### src/rtl/period_capture_if.sv
// Capture handshake between period_capture and its consumer.
interface period_capture_if #(
    parameter int unsigned WIDTH = 24
);
    logic [WIDTH-1:0] period_out;
    logic             valid;
    logic             ovf;
    logic             lost;
    logic             edge_pulse;
    logic             armed;
    logic             ack;

    modport master (
        output period_out, valid, ovf, lost, edge_pulse, armed,
        input  ack
    );

    modport slave (
        input  period_out, valid, ovf, lost, edge_pulse, armed,
        output ack
    );
endinterface

### src/rtl/period_capture.sv
// Measures clk-cycle intervals between qualifying edges of a filtered pulse input.
module period_capture #(
    parameter int unsigned WIDTH      = 24,
    parameter int unsigned FILTER_LEN = 3
) (
    input  logic              clk,
    input  logic              rst,
    input  logic              ena,
    input  logic              srst,
    input  logic              edge_sel,
    input  logic              sig_in,
    period_capture_if.master  bus
);

    localparam int unsigned      FCW      = $clog2(FILTER_LEN + 1);
    localparam logic [WIDTH-1:0] CNT_MAX  = '1;
    localparam logic [WIDTH-1:0] CNT_PRE  = CNT_MAX - WIDTH'(1);

    typedef enum logic [0:0] {
        IDLE  = 1'b0,
        ARMED = 1'b1
    } state_t;

    logic             sync1;
    logic             sync2;
    logic [FCW-1:0]   filt_cnt;
    logic             filt_level;
    logic             filt_d;
    state_t           state;
    logic [WIDTH-1:0] cnt;
    logic             sat;
    logic             qual_c;
    logic             capture_c;

    // Two-flop synchronizer on the asynchronous input.
    always_ff @(posedge clk or negedge rst) begin
        if (!rst) begin
            sync1 <= 1'b0;
            sync2 <= 1'b0;
        end else if (srst) begin
            sync1 <= 1'b0;
            sync2 <= 1'b0;
        end else begin
            sync1 <= sig_in;
            sync2 <= sync1;
        end
    end

    // Glitch filter: level flips once FILTER_LEN consecutive differing samples are seen.
    always_ff @(posedge clk or negedge rst) begin
        if (!rst) begin
            filt_cnt   <= '0;
            filt_level <= 1'b0;
            filt_d     <= 1'b0;
        end else if (srst) begin
            filt_cnt   <= '0;
            filt_level <= 1'b0;
            filt_d     <= 1'b0;
        end else begin
            filt_d <= filt_level;
            if (filt_cnt == FCW'(FILTER_LEN)) begin
                filt_level <= ~filt_level;
                filt_cnt   <= '0;
            end else if (sync2 != filt_level) begin
                filt_cnt <= filt_cnt + FCW'(1);
            end else begin
                filt_cnt <= '0;
            end
        end
    end

    // Qualifying edge of the filtered level; transitions while disabled are dropped.
    assign qual_c    = ena & (edge_sel ? (filt_d & ~filt_level) : (filt_level & ~filt_d));
    assign capture_c = qual_c & (state == ARMED);

    // Arm/measure state machine with capture register and consumer handshake.
    always_ff @(posedge clk or negedge rst) begin
        if (!rst) begin
            state          <= IDLE;
            cnt            <= '0;
            sat            <= 1'b0;
            bus.period_out <= '0;
            bus.valid      <= 1'b0;
            bus.ovf        <= 1'b0;
            bus.lost       <= 1'b0;
            bus.edge_pulse <= 1'b0;
            bus.armed      <= 1'b0;
        end else if (srst) begin
            state          <= IDLE;
            cnt            <= '0;
            sat            <= 1'b0;
            bus.period_out <= '0;
            bus.valid      <= 1'b0;
            bus.ovf        <= 1'b0;
            bus.lost       <= 1'b0;
            bus.edge_pulse <= 1'b0;
            bus.armed      <= 1'b0;
        end else begin
            bus.edge_pulse <= qual_c;
            case (state)
                IDLE: begin
                    if (qual_c) begin
                        state     <= ARMED;
                        bus.armed <= 1'b1;
                        cnt       <= WIDTH'(1);
                        sat       <= 1'b0;
                    end
                end
                ARMED: begin
                    if (qual_c) begin
                        cnt <= WIDTH'(1);
                        sat <= 1'b0;
                    end else if (ena) begin
                        if (cnt != CNT_MAX) begin
                            cnt <= cnt + WIDTH'(1);
                        end
                        if (cnt >= CNT_PRE) begin
                            sat <= 1'b1;
                        end
                    end
                end
                default: begin
                    state <= IDLE;
                end
            endcase

            if (capture_c) begin
                bus.period_out <= cnt;
                bus.ovf        <= sat;
                bus.valid      <= 1'b1;
                if (bus.ack) begin
                    bus.lost <= 1'b0;
                end else if (bus.valid) begin
                    bus.lost <= 1'b1;
                end
            end else if (bus.ack && bus.valid) begin
                bus.valid <= 1'b0;
                bus.lost  <= 1'b0;
            end
        end
    end

endmodule

### src/flat_wrapper.sv
// flat-port wrapper written by rule: the top's interface ports become plain ports
module period_capture_flat 
#(
    parameter int unsigned WIDTH      = 24,
    parameter int unsigned FILTER_LEN = 3
)
  (clk, rst, ena, srst, edge_sel, sig_in, bus_period_out, bus_valid, bus_ovf, bus_lost, bus_edge_pulse, bus_armed, bus_ack);
  period_capture_if #(.WIDTH(WIDTH)) bus_i ();
  input  logic clk;
  input  logic rst;
  input  logic ena;
  input  logic srst;
  input  logic edge_sel;
  input  logic sig_in;
  output wire logic [$bits(bus_i.period_out)-1:0] bus_period_out;
  output wire logic [$bits(bus_i.valid)-1:0] bus_valid;
  output wire logic [$bits(bus_i.ovf)-1:0] bus_ovf;
  output wire logic [$bits(bus_i.lost)-1:0] bus_lost;
  output wire logic [$bits(bus_i.edge_pulse)-1:0] bus_edge_pulse;
  output wire logic [$bits(bus_i.armed)-1:0] bus_armed;
  input wire logic [$bits(bus_i.ack)-1:0] bus_ack;
  assign bus_period_out = bus_i.period_out;
  assign bus_valid = bus_i.valid;
  assign bus_ovf = bus_i.ovf;
  assign bus_lost = bus_i.lost;
  assign bus_edge_pulse = bus_i.edge_pulse;
  assign bus_armed = bus_i.armed;
  assign bus_i.ack = bus_ack;
  period_capture #(.WIDTH(WIDTH), .FILTER_LEN(FILTER_LEN)) u_core (.clk(clk), .rst(rst), .ena(ena), .srst(srst), .edge_sel(edge_sel), .sig_in(sig_in), .bus(bus_i));
endmodule
### config.mk
export PLATFORM = sky130hd
export DESIGN_NAME = period_capture_flat
export DESIGN_NICKNAME = d
export VERILOG_FILES = /design/src/rtl/period_capture_if.sv /design/src/rtl/period_capture.sv /design/src/flat_wrapper.sv
export SDC_FILE = /design/constraint.sdc
export NUM_CORES = 1
export LEC_CHECK = 0
export CAP_MARGIN = 20
export CORE_ASPECT_RATIO = 1.4
export CORE_MARGIN = 2
export CORE_UTILIZATION = 50
export CTS_CLUSTER_SIZE = 14
export DETAILED_ROUTE_END_ITERATION = 10
export PLACE_DENSITY = 0.8
export SETUP_SLACK_MARGIN = 0.05
export SKIP_CTS_REPAIR_TIMING = 1
export SYNTH_ARGS = -nofsm -noshare
export SYNTH_HDL_FRONTEND = slang
export SYNTH_SLANG_ARGS = --single-unit
### constraint.sdc
create_clock -name clk -period 2.37 [get_ports clk]
set_input_delay 0.3555 -clock clk [delete_from_list [all_inputs] [get_ports clk]]
set_output_delay 0.3555 -clock clk [all_outputs]
set_load 0.05 [all_outputs]
==> results of run 1 <==
[final timing paths]
path	cells past startpoint	start	endpoint	slack (ns)
setup / recovery	5	u_core.cnt[10]	u_core.cnt[21]	0.27
setup reg to reg	5	u_core.cnt[10]	u_core.cnt[21]	0.27
hold / removal	1	rst	u_core.bus.period_out[17]	0.03
min in group clk	1	u_core.filt_cnt[0]	u_core.filt_cnt[0]	0.44
max in group asynchronous	2	rst	u_core.bus.period_out[11]	1.74
hold reg to reg	1	u_core.filt_cnt[0]	u_core.filt_cnt[0]	0.44
[placed cells by master (no fill, tap or decap), drive strengths merged, types with 2 or more instances in the layout]
cell type      Yosys  final
a211oi             5      5
o211ai             2      2
nor2              30     30
inv                6      7
a31o               2      2
clkbuf             8      9
a21oi             11     11
xor2               9      9
xnor2              9      9
dfrtp             61     61
ha                 3      3
o21ai              7      7
nand2             12     12
or4                2      2
and3               5      5
a22o              24     24
clkinvlp           0      3
clkinv             0      2
nor2b              4      4
buf                6     14
or3                5      5
nor3               3      3
clkdlybuf4s50      0     34
and2               2      2
nand4             11     11
nand3              9      9
nor4               2      2
or2                2      2
[kinds of logic (layout without fill, tap and decap cells)]
logic type,after synthesis,after routing,synth area share
xor gates and xnor gates,18,18,0.0568
DFF,61,61,0.550
and+or+nand+nor,91,91,0.173
adders and majority gates,3,3,0.0135
AOI/OAI and AO/OA,57,57,0.160
buffers and inverters,20,70,0.0374
muxes,2,2,0.00902
[metrics by stage]
stage	instances	total power [mW]	util	hold WS (ns)
detailed placement	354	1.13	0.599	0.417
finish	370	2.03	0.636	0.0251
floorplan	252	1.08	-	0.0599
global route	370	2.11	0.636	0.0574
global placement	354	1.13	0.599	0.414
CTS	370	2.05	0.636	0.0271
[worst reg2reg max path, cell delays in order, from the launching register on]
cell and delay (ns):
dfrtp_1 0.46, nand3_2 0.17, or4_4 0.58, a2111oi_4 0.36, nand3_2 0.13, mux2_4 0.30
[cell usage after synthesis, types with 3 or more instances]
cell type,instances,area share
nor3_1,3,0.0054
and3_1,4,0.0090
dfrtp_1,61,0.55
ha_1,3,0.014
xnor2_1,9,0.028
nor2b_1,4,0.0090
xor2_1,9,0.028
o21ai_0,6,0.011
nand2_1,12,0.016
or3_1,5,0.011
inv_1,6,0.0081
a211oi_1,5,0.014
nand4_1,11,0.025
nor2_1,30,0.041
clkbuf_1,7,0.0095
a22o_1,23,0.073
nand3_1,7,0.013
buf_4,3,0.0081
a21oi_1,11,0.020
[final cells by class]
| class | count | area [sq um] |
|---|---|---|
| sequential | 61 | 1530 |
| fill | 454 | 1980 |
| tap | 68 | 85.1 |
| timing repair buffer | 48 | 480 |
| multi-input combinational | 171 | 1150 |
| clock inverter | 7 | 75.1 |
| clock buffer | 9 | 124 |
| inverter | 6 | 22.5 |
[metal layers]
| metal | vias up | share of wire |
|---|---|---|
| met5 | - | 0 |
| met4 | 0 | 0.016 |
| met3 | 10 | 0.042 |
| met2 | 43 | 0.53 |
| met1 | 993 | 0.41 |
| li1 | 995 | - |
[where the power goes]
part	switching, mW	internal, mW	total, mW
registers	0.000768	1.04	1.04
clock network	0.439	0.488	0.926
logic	0.0416	0.0207	0.0624
total	0.481	1.55	2.03
==> results by group, run 1 <==
Power and ir drop
  • Peak VDD IR: 0.451 mV
  • Power per standard cell area: 587 nW/um^2
  • P_leak: 1.46 nW

Timing
  • Final Max Tran Viols: 0
  • Min setup slack post-route: 0.268 ns
  • Worst-margin pin slew: 0.645 ns
  • Final hold violations: 0
  • Slew headroom: 0.570
  • Fin Setup TNS: 0 ns
  • Max Freq: 476 MHz
  • RSZ-0062 raised after global routing: no
  • Crit path time final: 2.10 ns
  • Period utilization: 0.887
  • Clock skew: 0.0102 ns
  • Setup violators final: 0

Global route
  • Initial antenna violation count: 0
  • Largest net degree at the start of global routing: 35
  • Top Usage Layer GRT: met2
  • Met3 Usage GRT: 0.0613
  • Vias in the first global route: 2033
  • Met1 Use GR: 0.281
  • Overflow after GRT: 0
  • Grt met2 use: 0.355
  • Total Routing Usage GR: 0.221
  • Global-route wire length before repair: 10100 um

Final layout
  • Area growth syn-to-layout: 24.8%
  • Largest registers: u_core.bus.period_out (24), u_core.cnt (24), u_core.filt_cnt (2)
  • Final instance area: 3460 sq um
  • Share of layout cells above drive strength 1: 0.146
  • Final #Nets: 307
  • ANT cells: 0

Floorplan
  • Die width: 67.0 um
  • Die ar.: 6170 sq um
  • Initial Util: 0.509
  • Die height: 92.1 um
  • Row cnt: 32
  • IO Count: 36
  • Core ar.: 5450 sq um

Critical path
  • Delay-heaviest family, CP: simple AND/OR/NAND/NOR gates
  • Slowest CP cell: or4_4
  • Worst path max stage delay: 0.58 ns
  • Critical path buffers and inverters: 0
  • Critical-path cell list: nand3_2 -> or4_4 -> a2111oi_4 -> nand3_2 -> mux2_4
  • Nature of the critical path startpoint: register
  • Worst Setup End Kind: register
  • Crit Path Category: register to register
  • Worst EP required: 2.61 ns
  • Cell mode on critical path: nand3_2
  • Crit-path max FO: 6
  • Worst Path Arrival: 2.34 ns

Synthesis
  • Post-synth EDFFs: 0
  • Post-synthesis sequential area ratio: 0.550
  • Syn Std Cell Area: 2770 sq um
  • Cells after Synth: 252
  • Top FF cell, synth: dfrtp_1
  • Yosys reg bits: 61
  • Yosys cell types: 47
  • Synth warn: 0
  • FFs w/ async S/R, synth: 1.00
  • Net count after synthesis: 262
  • Syn Area/Cell: 11.0 sq um

Clock tree
  • Root Buffer Master: clkbuf_8
  • CTS tree: yes
  • Clock latency on the worst-skew pair: 0.35 ns
  • Clock Tree Buf Depth: 2
  • H-tree lvl count: 3
  • CTS sink cnt: 61
  • TritonCTS Buffers: 9
  • Clk slew on worst S/H paths: 0.08 ns

Route
  • DR iter-0 viols: 75
  • Routed wire length: 5830 um
  • Drt drc: 0
  • Routed vias/inst: 5.52
  • Drt pass-1 iters: 5
  • Antenna viol nets, final: 0
  • Routed wirelength normalized by instance count: 15.8 um
  • DR vias: 2041

Status
  • Status: finished clean

Placement
  • DP Worst Slack: 0.0814 ns
  • RD Place Congestion: 0.840
  • Placed standard-cell area: 3260 sq um
  • Port Buf Inserts: 35
  • Post-DP HPWL: 4060 um

Worst hold path
  • Min-Delay Path Class: input pin to asynchronous set/reset pin

Job
  • Max cap viols: 0
Power figures use the tool's default switching activity.
==> run 2, diff against run 1 <==
--- a/config.mk
+++ b/config.mk
@@ -12,8 +12,10 @@
 export CTS_CLUSTER_SIZE = 14
 export DETAILED_ROUTE_END_ITERATION = 10
 export PLACE_DENSITY = 0.8
+export REMOVE_ABC_BUFFERS = 1
 export SETUP_SLACK_MARGIN = 0.05
 export SKIP_CTS_REPAIR_TIMING = 1
+export SKIP_LAST_GASP = 1
 export SYNTH_ARGS = -nofsm -noshare
 export SYNTH_HDL_FRONTEND = slang
 export SYNTH_SLANG_ARGS = --single-unit
==> constraint.sdc (replaced) <==
create_clock -name clk -period 2.5 [get_ports clk]
set_input_delay 0.375 -clock clk [delete_from_list [all_inputs] [get_ports clk]]
set_output_delay 0.375 -clock clk [all_outputs]
set_load 0.05 [all_outputs]
==> results by group, run 2 (synthesized netlist as in run 1, its figures left out) <==
Job
  • Max cap viols: 0

Worst hold path
  • Min-Delay Path Class: input pin to asynchronous set/reset pin

Global route
  • Overflow after GRT: 0
  • Global-route wire length before repair: 9770 um
  • Largest net degree at the start of global routing: 34
  • Total Routing Usage GR: 0.208
  • Initial antenna violation count: 0
  • Vias in the first global route: 2094

Status
  • Status: finished clean

Floorplan
  • Core ar.: 5450 sq um
  • Die height: 92.1 um
  • Die ar.: 6170 sq um
  • Die width: 67.0 um
  • Row cnt: 32
  • IO Count: 36
  • Initial Util: 0.509

Timing
  • Worst Hold Slack: 0.0728 ns
  • Worst-margin pin slew: 0.668 ns
  • RSZ-0062 raised after global routing: no
  • Slew headroom: 0.555
  • Period utilization: 0.851
  • Crit path time final: 2.13 ns
  • Max Freq: 470 MHz
  • Setup violators final: 0
  • Clock skew: 0.00914 ns
  • Fin Setup TNS: 0 ns
  • Final Max Tran Viols: 0
  • Final hold violations: 0

Final layout
  • Final #Nets: 308
  • Most common cell after layout, fill and taps aside: dfrtp_1
  • Largest registers: u_core.bus.period_out (24), u_core.cnt (24), u_core.filt_cnt (2)
  • Area growth syn-to-layout: 25.8%
  • Fill cell count: 459
  • Share of layout cells above drive strength 1: 0.146
  • Final instance area: 3490 sq um
  • Most frequent cells in the layout: dfrtp_1, clkdlybuf4s50_1, nor2_1, a22o_1, buf_4
  • ANT cells: 0

Clock tree
  • TritonCTS Buffers: 9
  • H-tree lvl count: 3
  • Clock latency on the worst-skew pair: 0.33 ns
  • CTS tree: yes
  • Clk slew on worst S/H paths: 0.07 ns
  • Clock Tree Buf Depth: 2
  • CTS sink cnt: 61
  • Root Buffer Master: clkbuf_8

Critical path
  • Register-to-Register Setup Slack: 0.37 ns
  • Worst Path Arrival: 2.35 ns
  • Worst EP required: 2.72 ns
  • Nature of the critical path startpoint: register
  • Worst Setup End Kind: register
  • R2r endpoint: u_core.cnt[21]
  • Crit-path max FO: 6
  • Crit Path Category: register to register
  • Register-to-Register Path Depth: 5
  • Worst r2r src: u_core.cnt[10]

Power and ir drop
  • Power per standard cell area: 608 nW/um^2
  • P_leak: 1.49 nW
  • Pwr Total: 2.12 mW
  • Peak VDD IR: 0.530 mV

Route
  • Antenna viol nets, final: 0
  • Routed wire length: 5590 um
  • Routed vias/inst: 5.70
  • DR vias: 2110
  • Drt pass-1 iters: 4
  • DR iter-0 viols: 110
  • Drt drc: 0
  • Routed wirelength normalized by instance count: 15.1 um

Placement
  • Post-DP HPWL: 3950 um
  • Port Buf Inserts: 35
  • Placed standard-cell area: 3240 sq um
  • RD Place Congestion: 0.869
==> run 2: layout make-up <==
type | count | area, sq um | share of cell area
multi-input combinational | 171 | 1150 | 0.329
inverter | 6 | 22.5 | 0.00645
timing repair buffer | 49 | 463 | 0.133
clock inverter | 4 | 95.1 | 0.0272
clock buffer | 11 | 151 | 0.0434
sequential | 61 | 1530 | 0.437
tap | 68 | 85.1 | 0.0244
==> run 2: worst max path at each step <==
stage                    from                        end  slack, ns
6_report       u_core.cnt[10]             u_core.cnt[21]       0.37
3_5_place_dp         edge_sel  u_core.bus.period_out[10]       0.20
4_1_cts        u_core.cnt[10]             u_core.cnt[21]       0.37
5_1_grt        u_core.cnt[10]             u_core.cnt[19]       0.24
3_3_place_gp              ena             u_core.cnt[21]       0.25
2_1_floorplan   u_core.cnt[1]             u_core.cnt[21]       0.47
==> run 2: through the flow <==
stage / setup WS, ns / utilization / std cells
2_1_floorplan: 0.469 / - / 238
6_report: 0.374 / 0.641 / 370
3_5_place_dp: 0.204 / 0.596 / 355
5_1_grt: 0.237 / 0.641 / 370
4_1_cts: 0.370 / 0.641 / 370
3_3_place_gp: 0.246 / 0.596 / 355
==> run 2: critical path: stages (launching register included) <==
cell and delay [ns]:
dfrtp_1 0.48, nand3_2 0.16, or4_4 0.58, a2111oi_4 0.37, nand3_2 0.12, mux2_4 0.30
==> run 2: per-layer routing <==
layer / share of wire / wire length [um] / vias up / global-route usage
li1: - / - / 997 / -
met1: 0.45 / 2500 / 1065 / 0.272
met2: 0.51 / 2820 / 43 / 0.333
met3: 0.040 / 222 / 5 / 0.0577
met4: 0.0082 / 46 / 0 / 0.0612
met5: 0 / 0 / - / 0
==> run 2: power by group <==
| group | switching [mW] | leakage, nW | total [mW] | internal (mW) |
|---|---|---|---|---|
| clock | 0.363 | 0.125 | 1.07 | 0.710 |
| sequential | 0.000746 | 0.851 | 0.990 | 0.989 |
| combinational | 0.0399 | 0.518 | 0.0597 | 0.0197 |
==> run 3, diff against run 2 <==
--- a/config.mk
+++ b/config.mk
@@ -5,13 +5,14 @@
 export SDC_FILE = /design/constraint.sdc
 export NUM_CORES = 1
 export LEC_CHECK = 0
+export ABC_AREA = 1
 export CAP_MARGIN = 20
 export CORE_ASPECT_RATIO = 1.4
 export CORE_MARGIN = 2
 export CORE_UTILIZATION = 50
 export CTS_CLUSTER_SIZE = 14
 export DETAILED_ROUTE_END_ITERATION = 10
-export PLACE_DENSITY = 0.8
+export PLACE_DENSITY = 0.79
 export REMOVE_ABC_BUFFERS = 1
 export SETUP_SLACK_MARGIN = 0.05
 export SKIP_CTS_REPAIR_TIMING = 1
==> results by group, run 3 <==
Placement
  • RD Place Congestion: 0.892
  • Inst Count DP: 486
  • Post-DP HPWL: 5060 um
  • Port Buf Inserts: 35

Critical path
  • Worst Setup End Kind: register
  • R2r endpoint: u_core.cnt[13]
  • Nature of the critical path startpoint: register
  • Crit-path max FO: 26
  • Register-to-Register Setup Slack: 0.55 ns
  • Worst Path Arrival: 2.19 ns
  • Worst EP required: 2.74 ns
  • Crit Path Category: register to register
  • Register-to-Register Path Depth: 10
  • Worst r2r src: u_core.cnt[1]

Job
  • Max cap viols: 0

Power and ir drop
  • Peak VDD IR: 0.258 mV
  • Pwr Total: 1.96 mW
  • Power per standard cell area: 521 nW/um^2
  • P_leak: 1.75 nW

Clock tree
  • Clock Tree Buf Depth: 2
  • Clk slew on worst S/H paths: 0.07 ns
  • Clock latency on the worst-skew pair: 0.35 ns
  • Root Buffer Master: clkbuf_8
  • H-tree lvl count: 3
  • CTS sink cnt: 61
  • CTS tree: yes
  • TritonCTS Buffers: 9

Route
  • Routed wire length: 7120 um
  • Drt pass-1 iters: 4
  • Drt drc: 0
  • Antenna viol nets, final: 0
  • DR iter-0 viols: 133
  • Routed wirelength normalized by instance count: 14.2 um
  • DR vias: 2691
  • Routed vias/inst: 5.37

Synthesis
  • Post-synthesis sequential area ratio: 0.490
  • Synth warn: 0
  • Top cells by area, synth: dfrtp_1, nand2_1, nand3_1
  • Syn Std Cell Area: 3110 sq um
  • Post-synth EDFFs: 0
  • Top-area cell type share of the netlist area: 0.490
  • Top FF cell, synth: dfrtp_1
  • Top cell type by total area after synthesis: dfrtp_1
  • Syn Area/Cell: 8.15 sq um
  • Yosys reg bits: 61
  • Yosys cell types: 31
  • Commonest cells in the netlist: nand2_1, dfrtp_1, nand3_1
  • Cells after Synth: 382
  • FFs w/ async S/R, synth: 1.00
  • Most frequent cell after synthesis: nand2_1

Final layout
  • Largest registers: u_core.bus.period_out (24), u_core.cnt (24), u_core.filt_cnt (2)
  • ANT cells: 0
  • Share of layout cells above drive strength 1: 0.117
  • Most common cell after layout, fill and taps aside: nand2_1
  • Area growth syn-to-layout: 20.7%
  • Fill cell count: 529
  • Final #Nets: 435
  • Most frequent cells in the layout: nand2_1, dfrtp_1, nand3_1, inv_1, clkdlybuf4s50_1
  • Final Non-Filler Cells: 501

Timing
  • Crit path time final: 1.95 ns
  • Fin Setup TNS: 0 ns
  • Period utilization: 0.781
  • Max Freq: 512 MHz
  • Slew headroom: 0.505
  • Worst-margin pin slew: 0.743 ns
  • Final hold violations: 0
  • Final Max Tran Viols: 0
  • RSZ-0062 raised after global routing: no
  • Clock skew: 0.00909 ns
  • Setup violators final: 0

Global route
  • Overflow after GRT: 0
  • Vias in the first global route: 2676
  • Total Routing Usage GR: 0.225
  • Largest net degree at the start of global routing: 33
  • Initial antenna violation count: 0
  • Global-route wire length before repair: 12100 um

Floorplan
  • Die width: 70.7 um
  • Die height: 97.4 um
  • Row cnt: 34
  • Die ar.: 6880 sq um
  • Core ar.: 6130 sq um
  • IO Count: 36
  • Initial Util: 0.508

Status
  • Status: finished clean

Worst hold path
  • Min-Delay Path Class: input pin to asynchronous set/reset pin
## run 3: report_power, final
part	internal, mW	total, mW	switching [mW]
logic	0.0207	0.0718	0.0511
registers	0.990	0.994	0.00320
clock network	0.505	0.895	0.390
total	1.52	1.96	0.444
## run 3: final cells by class
cell class / instances / area, sq um / share of cell area
multi-input combinational: 268 / 1370 / 0.363
tap: 72 / 90.1 / 0.0240
clock buffer: 11 / 151 / 0.0403
timing repair buffer: 44 / 425 / 0.113
clock inverter: 4 / 47.5 / 0.0126
sequential: 61 / 1530 / 0.406
inverter: 41 / 154 / 0.0409
## run 3: per-stage QoR
stage | cell area, sq um | hold slack [ns] | utilization | setup slack, ns
finish | 3760 | 0.0784 | 0.614 | 0.546
detailed placement | 3560 | 0.448 | 0.581 | 0.399
floorplan | 3050 | 0.0794 | - | 0.637
global placement | 3560 | 0.428 | 0.581 | 0.469
global route | 3760 | 0.124 | 0.614 | 0.407
CTS | 3760 | 0.0956 | 0.614 | 0.540
## run 3: cell families (layout without fill, tap and decap cells)
logic type / count (synthesis) / count (layout) / synth area share
compound gates: 45 / 45 / 0.0860
simple gates: 205 / 205 / 0.298
flops: 61 / 61 / 0.490
xor+xnor: 15 / 15 / 0.0422
buf+inv: 53 / 100 / 0.0715
fa+ha+maj: 3 / 3 / 0.0121
## run 3: how the worst max path moves through the flow
stage                               endpoint  depth (start not counted)               from
floorplan                    u_core.bus.lost                          9  u_core.filt_level
global route                  u_core.cnt[13]                         10      u_core.cnt[1]
global placement    u_core.bus.period_out[7]                          8           edge_sel
detailed placement             u_core.cnt[3]                          8           edge_sel
CTS                            u_core.cnt[0]                         10      u_core.cnt[0]
finish                        u_core.cnt[13]                         10      u_core.cnt[1]
## run 3: critical path, cell delays in order, from the launching register on
cell and delay [ns]:
dfrtp_1 0.44, ha_1 0.22, inv_1 0.08, nor2_4 0.18, nand2_4 0.09, nor2_4 0.15, nand4_4 0.10, nand2_4 0.27
inv_1 0.17, nand2_1 0.09, nand2_1 0.05
## run 3: layer usage
metal,vias up,share of wire,GRT usage
li1,1309,-,-
met1,1309,0.41,0.266
met2,57,0.52,0.380
met3,16,0.042,0.0456
met4,0,0.025,0.115
met5,-,0,0
